File: config.mk
export PLATFORM = sky130hd
export DESIGN_NAME = rs232_avalon_poll_master
export DESIGN_NICKNAME = d
export VERILOG_FILES = /design/src/rtl/rs232_avalon_poll_master.sv
export SDC_FILE = /design/constraint.sdc
export NUM_CORES = 1
export LEC_CHECK = 0
export ABC_CLOCK_PERIOD_IN_PS = 4200
export CORE_MARGIN = 3
export CORE_UTILIZATION = 46
export CTS_BUF_LIST = sky130_fd_sc_hd__clkbuf_4 sky130_fd_sc_hd__clkbuf_8
export CTS_CLUSTER_SIZE = 25
export DETAILED_ROUTE_END_ITERATION = 16
export PLACE_DENSITY = 0.92
export SETUP_SLACK_MARGIN = 0.15
export SYNTH_ARGS = -nofsm -noshare
export SYNTH_HDL_FRONTEND = slang
export SYNTH_SLANG_ARGS = --single-unit
File: constraint.sdc
create_clock -name clk -period 4.2 [get_ports clk]
set_input_delay 1.05 -clock clk [delete_from_list [all_inputs] [get_ports clk]]
set_output_delay 1.05 -clock clk [all_outputs]
set_load 0.05 [all_outputs]
File: src/rtl/rs232_avalon_poll_master.sv
// Avalon-MM polling master for the RS232 UART slave: RX bytes out on a valid/ready stream, TX bytes in.
// Optional macro RS232_POLL_MASTER_IRQ_EN adds an irq input that enables the read interrupt and forces an RX poll.
module rs232_avalon_poll_master #(
  parameter int unsigned READ_LATENCY  = 1,
  parameter int unsigned POLL_INTERVAL = 16,
  parameter int unsigned DATA_WIDTH    = 8
) (
  input  logic                  clk,
  input  logic                  reset_n,
  output logic                  m_address,
  output logic                  m_chipselect,
  output logic [3:0]            m_byteenable,
  output logic                  m_read,
  output logic                  m_write,
  output logic [31:0]           m_writedata,
  input  logic [31:0]           m_readdata,
  input  logic [DATA_WIDTH-1:0] tx_data,
  input  logic                  tx_valid,
  output logic                  tx_ready,
  output logic [DATA_WIDTH-1:0] rx_data,
  output logic                  rx_valid,
  input  logic                  rx_ready,
  output logic                  busy
`ifdef RS232_POLL_MASTER_IRQ_EN
  ,
  input  logic                  irq
`endif
);

  localparam int unsigned CW = (POLL_INTERVAL > 1) ? $clog2(POLL_INTERVAL + 1) : 1;
  localparam int unsigned LW = (READ_LATENCY > 1) ? $clog2(READ_LATENCY + 1) : 1;
`ifdef RS232_POLL_MASTER_IRQ_EN
  localparam logic [31:0] INIT_WORD = 32'h1;
`else
  localparam logic [31:0] INIT_WORD = 32'h0;
`endif

  typedef enum logic [2:0] {
    S_INIT, S_IDLE, S_RD_DATA, S_WAIT_DATA, S_RD_CTRL, S_WAIT_CTRL, S_WR_DATA
  } state_t;

  state_t                state_q;
  logic                  m_address_q, m_chipselect_q, m_read_q, m_write_q;
  logic [3:0]            m_byteenable_q;
  logic [31:0]           m_writedata_q;
  logic                  tx_ready_q, rx_valid_q, busy_q, prio_tx_q;
  logic [DATA_WIDTH-1:0] rx_data_q;
  logic [CW-1:0]         rx_cnt_q, tx_cnt_q;
  logic [LW-1:0]         lat_q;

  logic                  irq_w;
  logic [CW-1:0]         rx_cnt_eff;
  logic                  rx_elig, tx_elig, pick_rx;
  logic                  unused_rdata;

`ifdef RS232_POLL_MASTER_IRQ_EN
  assign irq_w = irq;
`else
  assign irq_w = 1'b0;
`endif

  assign unused_rdata = &{1'b0, m_readdata};

  always_comb begin
    rx_cnt_eff = irq_w ? '0 : rx_cnt_q;
    rx_elig    = !rx_valid_q && (rx_cnt_eff == '0);
    tx_elig    = tx_valid && (tx_cnt_q == '0);
    pick_rx    = rx_elig && (!tx_elig || !prio_tx_q);
  end

  always_ff @(posedge clk or negedge reset_n) begin
    if (!reset_n) begin
      state_q        <= S_INIT;
      m_address_q    <= 1'b0;
      m_chipselect_q <= 1'b0;
      m_byteenable_q <= '0;
      m_read_q       <= 1'b0;
      m_write_q      <= 1'b0;
      m_writedata_q  <= '0;
      tx_ready_q     <= 1'b0;
      rx_valid_q     <= 1'b0;
      rx_data_q      <= '0;
      busy_q         <= 1'b0;
      prio_tx_q      <= 1'b0;
      rx_cnt_q       <= '0;
      tx_cnt_q       <= '0;
      lat_q          <= '0;
    end else begin
      // Strobes default low so every access is a single-cycle pulse.
      m_address_q    <= 1'b0;
      m_chipselect_q <= 1'b0;
      m_byteenable_q <= '0;
      m_read_q       <= 1'b0;
      m_write_q      <= 1'b0;
      m_writedata_q  <= '0;
      tx_ready_q     <= 1'b0;
      if (rx_valid_q && rx_ready) rx_valid_q <= 1'b0;

      case (state_q)
        S_INIT: begin
          if (!m_write_q) begin
            m_chipselect_q <= 1'b1;
            m_write_q      <= 1'b1;
            m_address_q    <= 1'b1;
            m_byteenable_q <= 4'b0001;
            m_writedata_q  <= INIT_WORD;
            busy_q         <= 1'b1;
          end else begin
            busy_q  <= 1'b0;
            state_q <= S_IDLE;
          end
        end
        S_IDLE: begin
          rx_cnt_q <= (rx_cnt_eff != '0) ? rx_cnt_eff - 1'b1 : '0;
          if (tx_cnt_q != '0) tx_cnt_q <= tx_cnt_q - 1'b1;
          if (pick_rx || tx_elig) begin
            m_chipselect_q <= 1'b1;
            m_read_q       <= 1'b1;
            m_byteenable_q <= 4'b0001;
            m_address_q    <= !pick_rx;
            prio_tx_q      <= pick_rx;
            busy_q         <= 1'b1;
            state_q        <= pick_rx ? S_RD_DATA : S_RD_CTRL;
          end
        end
        S_RD_DATA: begin
          lat_q   <= LW'(READ_LATENCY - 1);
          state_q <= S_WAIT_DATA;
        end
        S_WAIT_DATA: begin
          if (lat_q != '0) begin
            lat_q <= lat_q - 1'b1;
          end else begin
            if (m_readdata[23:16] != 8'h0) begin
              rx_data_q  <= m_readdata[DATA_WIDTH-1:0];
              rx_valid_q <= 1'b1;
              rx_cnt_q   <= '0;
            end else begin
              rx_cnt_q <= CW'(POLL_INTERVAL - 1);
            end
            busy_q  <= 1'b0;
            state_q <= S_IDLE;
          end
        end
        S_RD_CTRL: begin
          lat_q   <= LW'(READ_LATENCY - 1);
          state_q <= S_WAIT_CTRL;
        end
        S_WAIT_CTRL: begin
          if (lat_q != '0) begin
            lat_q <= lat_q - 1'b1;
          end else if (m_readdata[23:16] == 8'h0) begin
            tx_cnt_q <= CW'(POLL_INTERVAL - 1);
            busy_q   <= 1'b0;
            state_q  <= S_IDLE;
          end else if (tx_valid) begin
            m_chipselect_q <= 1'b1;
            m_write_q      <= 1'b1;
            m_byteenable_q <= 4'b0001;
            m_writedata_q  <= 32'(tx_data);
            tx_ready_q     <= 1'b1;
            state_q        <= S_WR_DATA;
          end else begin
            busy_q  <= 1'b0;
            state_q <= S_IDLE;
          end
        end
        S_WR_DATA: begin
          busy_q  <= 1'b0;
          state_q <= S_IDLE;
        end
        default: state_q <= S_INIT;
      endcase
    end
  end

  assign m_address    = m_address_q;
  assign m_chipselect = m_chipselect_q;
  assign m_byteenable = m_byteenable_q;
  assign m_read       = m_read_q;
  assign m_write      = m_write_q;
  assign m_writedata  = m_writedata_q;
  assign tx_ready     = tx_ready_q;
  assign rx_data      = rx_data_q;
  assign rx_valid     = rx_valid_q;
  assign busy         = busy_q;

endmodule

== After elaboration in Yosys (flattened, before gate mapping) ==
Index checks and enable logic that the tools add are counted.
Widths: inputs -> output; s select.

* Register bits after elaboration: 66
* Bits of input ports: 44
* Output and inout bits: 51
* Word-level logic and storage cells: 110

* $add $sub $neg: 3
* Equal/unequal tests: 13
* Multiplexer cells: 49
* Bitwise operators: 1
* Reductions and logical operators: 29

{| class="wikitable"
|+ Operators with widths
! operator !! count
|-
| $mux 8 || 4
|-
| $mux 5 || 5
|-
| $mux 1 || 23
|-
| $mux 3 || 7
|-
| $pmux 3 s7 || 1
|-
| $pmux 5 s2 || 2
|-
| $reduce_bool 5->1 || 3
|-
| $ne 2x2->1 const B || 6
|-
| $logic_not 5->1 || 2
|-
| $sub 5x1->5 const B || 2
|-
| $eq 3x3->1 const B || 3
|-
| $logic_not 8->1 || 1
|-
| $reduce_and 4->1 || 2
|-
| $reduce_bool 8->1 || 1
|-
| $eq 3x2->1 const B || 2
|-
| $pmux 1 s2 || 3
|-
| $pmux 1 s3 || 2
|-
| $reduce_bool 2->1 || 3
|-
| $pmux 1 s5 || 1
|-
| $reduce_and 5->1 || 1
|-
| $logic_and 1x1->1 || 4
|-
| $logic_not 1->1 || 4
|-
| $mux 4 || 1
|-
| $reduce_and 2->1 || 2
|-
| other kinds (8) || 10
|}

== Logic depth before layout (Yosys ltp) ==
* Word-level depth: 8
* Mapped depth: 6
* Gate-level depth less buffers: 6

== Worst setup path after synthesis ==
Ideal clock, no wire load.

* Path kind: input to register
* From: in m_readdata[19]
* To: reg busy_q (netlist: busy)
* Setup time: 128 ps
* Arrival: 2063 ps
* Required time: 4072 ps
* Path slack: 2009 ps
* Cell stages on the path: 4
* Path buffers: 0
* Path through: nor4_4 -> a21oi_2 -> a211oi_2 -> mux2_1

* Cells in the longest elaborated chain, start to end: 4
* Elaborated cells on any way between the ends: 6
* Classes of those cells: eq/ne: 1; mux: 3; reduce/logical: 2

{| class="wikitable"
|+ Ends and longest elaborated chain
! what !! line !! text
|-
| from (decl) || 16 || <nowiki>input logic [31:0] m_readdata,</nowiki>
|-
| $logic_not 8->1 * || 152 || <nowiki>end else if (m_readdata[23:16] == 8'h0) begin</nowiki>
|-
| $mux 1 || 152 ||
|-
| $mux 1 || 150 || <nowiki>if (lat_q != '0) begin</nowiki>
|-
| $pmux 1 s5 || 99 || <nowiki>case (state_q)</nowiki>
|-
| to (signal assigned) || 107 || <nowiki>busy_q <= 1'b1;</nowiki>
|-
| to (signal assigned) || 109 || <nowiki>busy_q <= 1'b0;</nowiki>
|-
| to (signal assigned) || 154 || <nowiki>busy_q <= 1'b0;</nowiki>
|-
| to (decl) || 46 || <nowiki>logic tx_ready_q, rx_valid_q, busy_q, prio_tx_q;</nowiki>
|}

Mark *: on every way between the ends. The rest lies on a longest branch, timed or not. The select of a mux whose other input is x is not followed.
A chain may end at the register's enable or synchronous reset.

== Final worst setup path ==
Same ends and word-level chain as after synthesis.

==> results.json <==
{
  "io_buffer_count": 51,
  "final-hold-violation-count": 0,
  "drt_iter0_drc": 66,
  "cts_tree": "yes",
  "n_antenna_cell": 0,
  "grt_max_degree": 38,
  "final_antenna_net_count": 0,
  "cts_made_buffers": 5,
  "dp_hpwl_um": 3150,
  "cts_setup_buffers": 0,
  "clk_pin_slew_ps": 70,
  "critPathMaxStageDelay_ps": 510,
  "timing_worst_setup_path_type": "in2reg",
  "syn_to_final_growth_pct": 27.3,
  "yosysWarnings": 0,
  "syn_inst": 188,
  "min_path_type": "reg2reg",
  "layout_min_cycle_time_ps": 2670,
  "gp_congestion": 0.833,
  "dieWidth_um": 72.8,
  "placed_cells": 283,
  "die_h_um": 72.8,
  "clock_latency_ps": 290,
  "h-tree-depth": 2,
  "final-instance-count-excl-fill": 291,
  "synth_area_um2": 2050,
  "core-area_um2": 4140,
  "path_cells": "clkdlybuf4s50_1, nor4_4, a21oi_2, a211oi_2, mux2_1",
  "grt_pass1_wl_um": 7020,
  "finalCritPeriodShare_pct": 63.6,
  "rsz0062_at_grt": "false",
  "antenna_found_initial": 0,
  "synth_edf_count": 0,
  "cts_resized": 0,
  "rows": 23,
  "fmax_ghz": 0.374,
  "drc": 0,
  "gr-total-overflow": 0,
  "drive_above_1_share_pct": 12.0,
  "holdBufCountCts": 0,
  "crit_path_max_fanout": 13,
  "status": "finished, final reports clean",
  "final.setup.tns_ps": 0,
  "routed_wirelength_um": 4180,
  "clockBufferDepth": 2,
  "worstPathArrival_ps": 2850,
  "slowest_stage": "nor4_4",
  "worst_setup_path_end_kind": "flip-flop",
  "cp-start-kind": "input pin",
  "async_reset_ff_share_pct": 100,
  "cts_num_sinks": 37,
  "nets": 289,
  "fin_worst_skew_ps": 7.26,
  "peakVddDrop_uv": 480,
  "pin_count": 95,
  "synth.yosys.seq_area_share_pct": 45.1,
  "slew_headroom_pct": 62.7,
  "critPathBufInv": 1,
  "vias": 1486,
  "cpLargestDelayFamily": "simple AND/OR/NAND/NOR gates",
  "die_area_um2": 5300,
  "ys.flop_type": "dfrtp_1",
  "required_ps": 4380,
  "grt_pass1_vias": 1493,
  "tightest_slew_ps": 559,
  "p_per_area_nw_per_um2": 791,
  "yosys_register_bits": 37,
  "p_leak_nw": 1.11,
  "via_per_inst": 5.11,
  "grt.total_usage_pct": 17.3,
  "synth.distinct_cells": 50,
  "final_common_cell": "clkdlybuf4s50_1",
  "initial_utilization_pct": 49.6,
  "slew_viol_final": 0,
  "maxCapViolCount": 0,
  "drtPass1Iterations": 4,
  "routedWlPerCell_um": 14.4,
  "avgSynthCellArea_um2": 10.9,
  "setup_violations": 0,
  "layout_common_cells": "51 x clkdlybuf4s50_1, 37 x dfrtp_1, 27 x conb_1, 13 x nor2_1, 11 x and2_1",
  "ctsRootBufferMaster": "clkbuf_8"
}
[registers in the layout (all words and copies together) (netlist names)]
signal        count
tx_ready          1
prio_tx_q         1
m_byteenable      1
m_address         1
m_read            1
m_write           1
rx_valid          1
rx_data           8
tx_cnt_q          5
rx_cnt_eff        5
busy              1
m_writedata       8
state_q           3
[logic make-up after synthesis]
logic type,Yosys count,synth area share (%)
adders and majority gates,5,3.41
buffers and inverters,41,13.0
xor gates and xnor gates,3,1.28
muxes,9,4.93
other,1,0.183
DFF,37,45.1
AOI/OAI and AO/OA,30,11.7
and+or+nand+nor,62,20.4
[metrics by stage]
stage / power [mW] / hold slack, ps / setup WS (ps) / utilization, % / area [µm²]
after floorplan: 1.47 / 497 / 2010 / - / 2150
after global placement: 1.70 / 477 / 1250 / 60.2 / 2490
after detailed placement: 1.75 / 496 / 1220 / 60.2 / 2490
after CTS: 2.09 / 514 / 1530 / 63.1 / 2620
after global routing: 2.21 / 525 / 1420 / 63.1 / 2620
final: 2.07 / 504 / 1530 / 63.1 / 2620
[per-layer routing]
metal | GRT usage [%] | part of all wire [%]
met1 | 21.0 | 39
met2 | 28.6 | 51
met3 | 6.61 | 9.3
met4 | 4.92 | 1.1
met5 | 0 | 0
[power by group]
part / leakage (nW) / switching, mW / internal (mW)
Clock: 0.0574 / 0.132 / 0.193
Combinational: 0.584 / 0.675 / 0.432
Sequential: 0.465 / 0.146 / 0.491
Total: 1.11 / 0.953 / 1.12
[worst reg2reg max path: cells and delay by family, from the launching register on]
kind | cells | cell delay (ps)
buf+inv | 1 | 240
fa+ha+maj | 1 | 570
compound gates | 2 | 470
simple gates | 1 | 50
flops | 1 | 640
[synth_stat cells (4+ instances only)]
cell type	count	share of area [%]
inv_1	8	1.5
mux2_2	8	4.4
nor2_1	13	2.4
ha_1	4	2.4
and2_1	11	3.3
dfrtp_1	37	45
nand2_1	5	0.91
buf_2	4	0.97
a21oi_1	4	0.97
nor3_1	9	2.2
buf_4	29	11
nand3_1	4	0.97
[final timing paths]
kind	start	to	slack [ps]	cells past startpoint
setup / recovery	m_readdata[19]	busy$_DFFE_PN0P_	1530	5
max in group asynchronous	reset_n	state_q[0]$_DFFE_PN0P_	2690	2
hold / removal	busy$_DFFE_PN0P_	busy$_DFFE_PN0P_	500	1
setup reg to reg	state_q[1]$_DFFE_PN0P_	state_q[0]$_DFFE_PN0P_	2110	5
min in group asynchronous	reset_n	tx_ready$_DFF_PN0_	1180	2
hold reg to reg	busy$_DFFE_PN0P_	busy$_DFFE_PN0P_	500	1
[cell type report]
cell class	count	area, µm²
Tap cell	50	62.6
Multi-Input combinational cell	136	958
Timing Repair Buffer	52	518
Sequential cell	37	926
Clock inverter	2	37.5
Fill cell	323	1530
Clock buffer	6	82.6
Inverter	8	30.0
No activity file was read; power rests on OpenSTA's default activity.
